[src/rtl/run_ctrl_pkg.sv]
// Shared state encoding, divider default and period helper for the run controller.
package run_ctrl_pkg;

  typedef enum logic [2:0] {
    ST_LOAD  = 3'd0,
    ST_FLUSH = 3'd1,
    ST_RUN   = 3'd2,
    ST_STEP  = 3'd3,
    ST_HALT  = 3'd4
  } state_t;

  localparam int unsigned RC_DIV_DEFAULT = 32'd2000000;

  // A requested period of zero selects the build-time default.
  function automatic logic [31:0] eff_period(input logic [31:0] req, input logic [31:0] dflt);
    return (req == 32'd0) ? dflt : req;
  endfunction

endpackage

[src/rtl/run_ctrl_if.sv]
// Byte-receive and program-memory write bundle between UART, controller and pmem.
interface run_ctrl_if;
  logic        rx_valid;
  logic [7:0]  rx_byte;
  logic        pmem_we;
  logic [31:0] pmem_addr;
  logic [31:0] pmem_wdata;

  modport master (
    input  rx_valid, rx_byte,
    output pmem_we, pmem_addr, pmem_wdata
  );

  modport slave (
    output rx_valid, rx_byte,
    input  pmem_we, pmem_addr, pmem_wdata
  );
endinterface

[src/rtl/run_ctrl_ce_div.sv]
// Clock-enable divider: latches the period on clear, then flags the last count of each period.
// slot is combinational from registered state and only asserts while enable is high.
module ce_div
  import run_ctrl_pkg::*;
#(
  parameter int unsigned DIV_DEFAULT = RC_DIV_DEFAULT
) (
  input  logic        clk,
  input  logic        reset,
  input  logic        clear,
  input  logic        enable,
  input  logic [31:0] period,
  output logic        slot
);

  logic [31:0] per_q;
  logic [31:0] cnt_q;

  assign slot = enable && (cnt_q == per_q - 32'd1);

  always_ff @(posedge clk) begin
    if (reset) begin
      per_q <= 32'd1;
      cnt_q <= '0;
    end else if (clear) begin
      per_q <= eff_period(period, DIV_DEFAULT);
      cnt_q <= '0;
    end else if (enable) begin
      if (slot) cnt_q <= '0;
      else      cnt_q <= cnt_q + 32'd1;
    end
  end

endmodule

[src/rtl/run_ctrl.sv]
// Execution controller: loads program bytes into pmem, then paces the core via core_ce
// through run/step/halt with a PC breakpoint; pmem writes land one cycle after the 4th byte.
module run_ctrl
  import run_ctrl_pkg::*;
#(
  parameter int unsigned DIV_DEFAULT = RC_DIV_DEFAULT,
  parameter int          CNT_W       = 16
) (
  input  logic             clk,
  input  logic             reset,
  run_ctrl_if.master       bus,
  input  logic             load_req,
  input  logic             run_req,
  input  logic             step_req,
  input  logic             halt_req,
  input  logic [31:0]      div_period,
  input  logic             bp_en,
  input  logic [31:0]      bp_addr,
  input  logic [31:0]      core_pc,
  output logic             core_ce,
  output logic             core_reset,
  output logic             mode,
  output logic [2:0]       state_o,
  output logic [CNT_W-1:0] load_count,
  output logic             load_ovf
);

  state_t           state_q, state_d;
  logic [CNT_W-1:0] cnt_q, cnt_next;
  logic [23:0]      word_q;
  logic             ovf_q;
  logic             exempt_q;
  logic             we_q;
  logic [31:0]      addr_q, wdata_q, word_addr;
  logic             rx_take, ce_slot, div_clear, bp_hit;

  assign rx_take   = (state_q == ST_LOAD) && bus.rx_valid && !(&cnt_q);
  assign cnt_next  = rx_take ? cnt_q + 1'b1 : cnt_q;
  assign bp_hit    = bp_en && (core_pc == bp_addr) && !exempt_q;
  assign div_clear = (state_d == ST_RUN) && (state_q != ST_RUN);

  always_comb begin
    word_addr = '0;
    word_addr[CNT_W-1:0] = {cnt_q[CNT_W-1:2], 2'b00};
  end

  ce_div #(
    .DIV_DEFAULT (DIV_DEFAULT)
  ) u_ce_div (
    .clk    (clk),
    .reset  (reset),
    .clear  (div_clear),
    .enable (state_q == ST_RUN),
    .period (div_period),
    .slot   (ce_slot)
  );

  always_ff @(posedge clk) begin
    if (reset) state_q <= ST_LOAD;
    else       state_q <= state_d;
  end

  always_comb begin
    state_d = state_q;
    core_ce = 1'b0;
    case (state_q)
      ST_LOAD: begin
        // The byte arriving alongside run_req is already counted in cnt_next.
        if (run_req) state_d = (cnt_next[1:0] != 2'b00) ? ST_FLUSH : ST_RUN;
      end
      ST_FLUSH: state_d = ST_RUN;
      ST_RUN: begin
        if (halt_req) begin
          state_d = ST_HALT;
        end else if (ce_slot) begin
          if (bp_hit) state_d = ST_HALT;
          else        core_ce = 1'b1;
        end
      end
      ST_STEP: begin
        core_ce = 1'b1;
        state_d = ST_HALT;
      end
      ST_HALT: begin
        if      (load_req) state_d = ST_LOAD;
        else if (run_req)  state_d = ST_RUN;
        else if (step_req) state_d = ST_STEP;
      end
      default: state_d = ST_LOAD;
    endcase
  end

  // Resuming from HALT lets the first ce leave a PC that sits on the breakpoint.
  always_ff @(posedge clk) begin
    if (reset) begin
      exempt_q <= 1'b0;
    end else if (state_q == ST_HALT && state_d == ST_RUN) begin
      exempt_q <= 1'b1;
    end else if (state_d != ST_RUN || ce_slot) begin
      exempt_q <= 1'b0;
    end
  end

  always_ff @(posedge clk) begin
    if (reset) begin
      cnt_q   <= '0;
      ovf_q   <= 1'b0;
      word_q  <= '0;
      we_q    <= 1'b0;
      addr_q  <= '0;
      wdata_q <= '0;
    end else begin
      we_q <= 1'b0;
      if (state_q == ST_HALT && state_d == ST_LOAD) begin
        cnt_q  <= '0;
        ovf_q  <= 1'b0;
        word_q <= '0;
      end else if (state_q == ST_LOAD) begin
        if (bus.rx_valid && (&cnt_q)) ovf_q <= 1'b1;
        if (rx_take) begin
          cnt_q <= cnt_next;
          case (cnt_q[1:0])
            2'd0: word_q[7:0]   <= bus.rx_byte;
            2'd1: word_q[15:8]  <= bus.rx_byte;
            2'd2: word_q[23:16] <= bus.rx_byte;
            default: begin
              we_q    <= 1'b1;
              addr_q  <= word_addr;
              wdata_q <= {bus.rx_byte, word_q};
              word_q  <= '0;
            end
          endcase
        end
      end else if (state_q == ST_FLUSH) begin
        // Unfilled lanes are already zero since the buffer clears after every write.
        we_q    <= 1'b1;
        addr_q  <= word_addr;
        wdata_q <= {8'h00, word_q};
        word_q  <= '0;
      end
    end
  end

  assign bus.pmem_we    = we_q;
  assign bus.pmem_addr  = addr_q;
  assign bus.pmem_wdata = wdata_q;
  assign core_reset     = (state_q == ST_LOAD) || (state_q == ST_FLUSH);
  assign mode           = !core_reset;
  assign state_o        = state_q;
  assign load_count     = cnt_q;
  assign load_ovf       = ovf_q;

endmodule

[src/flat_wrapper.sv]
// flat-port wrapper written by rule: the top's interface ports become plain ports
module run_ctrl_flat import run_ctrl_pkg::*;
#(
  parameter int unsigned DIV_DEFAULT = RC_DIV_DEFAULT,
  parameter int          CNT_W       = 16
)
  (clk, reset, load_req, run_req, step_req, halt_req, div_period, bp_en, bp_addr, core_pc, core_ce, core_reset, mode, state_o, load_count, load_ovf, bus_rx_valid, bus_rx_byte, bus_pmem_we, bus_pmem_addr, bus_pmem_wdata);
  run_ctrl_if bus_i ();
  input  logic clk;
  input  logic reset;
  input  logic load_req;
  input  logic run_req;
  input  logic step_req;
  input  logic halt_req;
  input  logic [31:0] div_period;
  input  logic bp_en;
  input  logic [31:0] bp_addr;
  input  logic [31:0] core_pc;
  output logic core_ce;
  output logic core_reset;
  output logic mode;
  output logic [2:0] state_o;
  output logic [CNT_W-1:0] load_count;
  output logic load_ovf;
  input wire logic [$bits(bus_i.rx_valid)-1:0] bus_rx_valid;
  input wire logic [$bits(bus_i.rx_byte)-1:0] bus_rx_byte;
  output wire logic [$bits(bus_i.pmem_we)-1:0] bus_pmem_we;
  output wire logic [$bits(bus_i.pmem_addr)-1:0] bus_pmem_addr;
  output wire logic [$bits(bus_i.pmem_wdata)-1:0] bus_pmem_wdata;
  assign bus_i.rx_valid = bus_rx_valid;
  assign bus_i.rx_byte = bus_rx_byte;
  assign bus_pmem_we = bus_i.pmem_we;
  assign bus_pmem_addr = bus_i.pmem_addr;
  assign bus_pmem_wdata = bus_i.pmem_wdata;
  run_ctrl #(.DIV_DEFAULT(DIV_DEFAULT), .CNT_W(CNT_W)) u_core (.clk(clk), .reset(reset), .bus(bus_i), .load_req(load_req), .run_req(run_req), .step_req(step_req), .halt_req(halt_req), .div_period(div_period), .bp_en(bp_en), .bp_addr(bp_addr), .core_pc(core_pc), .core_ce(core_ce), .core_reset(core_reset), .mode(mode), .state_o(state_o), .load_count(load_count), .load_ovf(load_ovf));
endmodule
[config.mk]
export PLATFORM = sky130hd
export DESIGN_NAME = run_ctrl_flat
export DESIGN_NICKNAME = d
export VERILOG_FILES = /design/src/rtl/run_ctrl_pkg.sv /design/src/rtl/run_ctrl_if.sv /design/src/rtl/run_ctrl_ce_div.sv /design/src/rtl/run_ctrl.sv /design/src/flat_wrapper.sv
export SDC_FILE = /design/constraint.sdc
export NUM_CORES = 1
export LEC_CHECK = 0
export CORE_MARGIN = 2
export CORE_UTILIZATION = 54
export CTS_CLUSTER_DIAMETER = 60
export DETAILED_ROUTE_END_ITERATION = 8
export GPL_ROUTABILITY_DRIVEN = 0
export PLACE_DENSITY = 0.87
export SYNTH_ARGS = -nofsm -noshare
export SYNTH_HDL_FRONTEND = slang
export SYNTH_SLANG_ARGS = --single-unit
[constraint.sdc]
create_clock -name clk -period 8.2 [get_ports clk]
set_input_delay 1.64 -clock clk [delete_from_list [all_inputs] [get_ports clk]]
set_output_delay 1.64 -clock clk [all_outputs]
set_load 0.01 [all_outputs]
Word-level counts from Yosys, hierarchy flattened
Cells that the tools add are included.
Operators by class
  bitwise operators: 1
  $add $sub $neg: 3
  muxes and demuxes: 36
  equality and inequality tests: 16
  reduce and logical (&&, ||, !) cells: 34
Operators by type and width (count)
  2-to-1 mux 32 bit: 10
  2-to-1 mux 24 bit: 3
  == test 32 bit: 2
  case mux 8 bit (2 select lines): 3
  adder 32 x 1 -> 32 bit, second input constant: 1
  logical NOT 32 bit: 1
  subtractor 32 x 1 -> 32 bit, second input constant: 1
  2-to-1 mux 3 bit: 7
  adder 16 x 1 -> 16 bit, second input constant: 1
  AND reduction 16 bit: 1
  case mux 3 bit (5 select lines): 1
  OR reduction 2 bit: 5
  == test 3 x 2 -> 1 bit, second input constant: 3
  logical AND 1 bit: 9
  2-to-1 mux 1 bit: 9
  AND reduction 3 bit: 3
  != test 2 bit, second input constant: 4
  logical NOT 3 bit: 2
  != test 3 x 2 -> 1 bit, second input constant: 2
  nonzero test 2 bit: 3
  2-to-1 mux 2 bit: 2
  AND reduction 2 bit: 2
  AND reduction 4 bit: 1
  == test 3 x 1 -> 1 bit, second input constant: 1
  other kinds (10): 13
Word-level totals
  flip-flop bits (word level): 174
  input bits: 112
  word-level logic and storage cells: 102

Longest topological paths before layout
  word-level depth: 12
  gate-level depth with buffers: 12

By module
Synthesis repeated with hierarchy kept, for this count alone.
Second synthesis, totals
  cell total of the unflattened synthesis: 928
  area total of the unflattened synthesis: 8106.5 sq um
By module, submodules not included
  run_ctrl: area an instance 4326.6 sq um, times used 1, sequential area each 1841.8 sq um, cells an instance 500
  ce_div: area an instance 3779.9 sq um, times used 1, sequential area each 1281.2 sq um, cells an instance 428

Least setup slack after synthesis
OpenSTA, ideal clock, no wires.
  kind: register -> output
  start point: register u_core.u_ce_div.per_q[0]
  end point: output core_ce
  cell stages (with the launch flop): 12
  data required time: 6.560 ns
  buffers on the path: 1
  arrival: 2.932 ns
  setup slack: 3.628 ns
  cell sequence: dfxtp_1 -> inv_1 -> ha_1 -> or4b_4 -> or3_1 -> buf_2 -> nor4_2 -> o21ai_1 -> a2111oi_4 -> nand4_4 -> nor4_1 -> o21a_1
Between the ends
  cells in the longest elaborated chain, start to end: 6
Ends and longest elaborated chain
  from (decl): RTL line run_ctrl_ce_div.sv:16  | logic [31:0] per_q;
  from (signal assigned): RTL line run_ctrl_ce_div.sv:26  | per_q <= eff_period(period, DIV_DEFAULT);
  subtractor 32 x 1 -> 32 bit: RTL line run_ctrl_ce_div.sv:19  | assign slot = enable && (cnt_q == per_q - 32'd1);
  == test 32 bit: RTL line run_ctrl_ce_div.sv:19
  logical AND 1 bit: RTL line run_ctrl_ce_div.sv:19
  2-to-1 mux 1 bit: RTL line run_ctrl.sv:75  | end else if (ce_slot) begin
  2-to-1 mux 1 bit: RTL line run_ctrl.sv:73  | if (halt_req) begin
  case mux 1 bit (2 select lines): RTL line run_ctrl.sv:66  | case (state_q)
  to (decl): RTL line flat_wrapper.sv:19  | output logic core_ce;
Every way passes these cells.

Worst setup path in the final report
Ends and elaborated chain as after synthesis.

==> results.ini <==
[outcome]
status = completed

[logic_synthesis]
ys_seq_area_share_pct = 38.85
ys.flop_type = dfxtp_1
synthesis.area_mm2 = 0.008038
yosysWarnings = 0
syn_avg_cell_area_um2 = 8.210
synth_common_cells = dfxtp_1 (156), nand2_1 (143), nor2_1 (92)
ys_ff_latch = 156
yosysTopAreaCell = dfxtp_1
yosys.area.top_type_share_pct = 38.85
synth_cell_types = 71
async_flop_share_pct = 0
syn_inst = 979
synthTopCellsByArea = dfxtp_1 (39%), xor2_1 (8.1%), nand2_1 (6.7%)
synth_edf_count = 0
yosysMostFrequentCell = dfxtp_1

[job]
maxCapViolations = 0

[setup_path]
timing.rr.start = u_core.u_ce_div.per_q[0]$_SDFFE_PP1P_
cp_data_required_time_ns = 6.56
cp.arrival_ns = 4.32
crit_path_start = u_core.u_ce_div.per_q[0]$_SDFFE_PP1P_
start_kind = flop
worstPathMaxFanout = 8
critPathCaptureType = output pin
crit_type = reg -> out

[sta]
slew-limit-headroom_pct = 17.79
setup_violations = 0
fmax_mhz = 167.8
hold_viol = 0
period_needed_ns = 5.958
finalSetupTns_ns = 0
worst_pin_slew_ns = 1.228
final_max_slew_viol_count = 0
period_share_pct = 72.66
fin_skew_ns = 0.01155
rsz0062_at_grt = false
worst_slack_ns = 2.242

[global_routing]
grt_util_all_layers_pct = 27.37
grt_pass1_vias = 7387
overflow = 0
grt_pass1_wl_mm = 35.77
antenna_found_initial = 0
grt_max_degree = 87

[routing]
wl_mm = 21.90
drc_errors = 0
drt_pass1_iterations = 5
drt_iter0_markers = 615
antenna_left = 0
vias_per_cell = 5.647
vias = 7527
routedWlPerCell_um = 16.43

[clocking]
post_cts_buffers = 0
cts_sinks = 156
numCtsBuffers = 17
post_cts_resized = 0
cts_hold_buf = 0
cts_tree = built
clk_latency_ns = 0.43
htreeDepth = 4
clockBufferDepth = 2
clk_pin_slew_ns = 0.07
cts_root_buffer = clkbuf_16

[placed_design]
place_area_mm2 = 0.009848
place_ws_ns = 2.641
place_hpwl_mm = 15.48
placed_cells = 1301
io_buffer_count = 181

[floorplan]
die_area_mm2 = 0.01588
io_pins = 200
rows = 44
die_w_um = 126
start_util_pct = 55.30
die_y_um = 126
core_mm2 = 0.01453

[worst_hold_path]
hp-start = u_core.word_q[4]$_SDFFE_PP0P_
hp-class = reg -> reg

[power_and_ir_drop]
vdd_ir_drop_max_mv = 0.2061
power.density_mw_per_mm2 = 275.9
leakagePower_nw = 3.662
finalPower_mw = 2.883

[layout]
finish.net_count = 1255
diodes = 0
design_area_mm2 = 0.01045
fillers = 1118
area_growth_pct = 30.03
final_cells = 1333
final_layout_size_suffix_gt1_share_pct = 7.485

[power breakdown]
| part | internal [mW] | total [mW] | switching (mW) |
|---|---|---|---|
| clock | 0.410 | 0.777 | 0.367 |
| combinational | 0.451 | 1.12 | 0.666 |
| sequential | 0.845 | 0.988 | 0.143 |
| total | 1.71 | 2.88 | 1.18 |
[kinds of logic after synthesis]
kind of cell,synth area share (%)
AOI/OAI and AO/OA,12.33
xor gates and xnor gates,11.99
adders and majority gates,1.090
buffers and inverters,5.137
DFF,38.85
muxes,3.487
other,0.04666
and+or+nand+nor,27.07
[sequential cells by signal, indices dropped and copies added (netlist names)]
register and count:
u_core.word_q 24, u_core.u_ce_div.per_q 32, u_core.bus.pmem_addr 14, u_core.state_o 3, u_core.bus.pmem_wdata 32, u_core.exempt_q 1
u_core.bus.pmem_we 1, u_core.load_ovf 1, u_core.load_count 16, u_core.u_ce_div.cnt_q 32
[path summary, 6_finish.rpt]
check | to | slack [ns] | depth (start not counted)
worst max-delay path | core_ce | 2.24 | 11
worst min-delay path | u_core.word_q[4]$_SDFFE_PP0P_ | 0.45 | 2
worst max register to register | u_core.u_ce_div.cnt_q[31]$_SDFFE_PP0P_ | 4.02 | 10
worst min register to register | u_core.word_q[4]$_SDFFE_PP0P_ | 0.45 | 2
[cell usage in the layout, fill, tap and decap left out, drive strengths merged, types with 4 or more instances in the layout]
master	synthesis	final
clkdlybuf4s50	0	180
dfxtp	156	156
nand2	143	143
nor2	121	121
a21oi	78	78
xor2	74	74
nand3	51	51
xnor2	36	36
nor4	29	29
mux2i	28	28
inv	19	25
nor3	19	19
conb	1	18
clkbuf	33	17
nand4	17	17
o21ai	12	12
a211oi	11	11
and3	9	9
and2	9	9
clkinv	0	9
or3	7	7
o211ai	7	7
ha	7	7
and4	6	6
a31oi	6	6
nor2b	6	6
buf	32	6
or4	5	5
o21a	5	5
nor3b	4	4
[cell type report]
class	count	area [um2]	area share, %
Sequential cell	156	3123	29.88
Multi-Input combinational cell	756	4579	43.82
Clock inverter	15	177.7	1.700
Timing Repair Buffer	186	1844	17.65
Clock buffer	17	425.4	4.070
Inverter	19	71.32	0.6824
Tap cell	184	230.2	2.203
[per-layer routing]
layer,GRT usage [%],routed length [um],vias up
met5,0,0,-
met4,9.438,452,0
met3,8.454,1476,33
met2,47.09,10990,256
met1,32.39,8983,3567
li1,-,-,3671
[through the flow]
| stage | util, % | hold slack, ns |
|---|---|---|
| 2_1_floorplan | - | 0.4321 |
| 3_3_place_gp | 67.76 | 0.4371 |
| 3_5_place_dp | 67.76 | 0.4437 |
| 4_1_cts | 71.91 | 0.4540 |
| 5_1_grt | 71.91 | 0.4682 |
| 6_report | 71.91 | 0.4522 |
[critical path: stages, from the launching register on]
cell	delay, ns
dfxtp_1	0.39
inv_1	0.12
ha_1	0.27
or4b_4	0.54
or3_1	0.47
nor4_2	0.30
o21ai_1	0.19
a2111oi_4	0.45
nand4_4	0.21
nor4_1	0.21
o21a_1	0.15
clkdlybuf4s50_1	0.58
(Power assumes the default switching activity.)
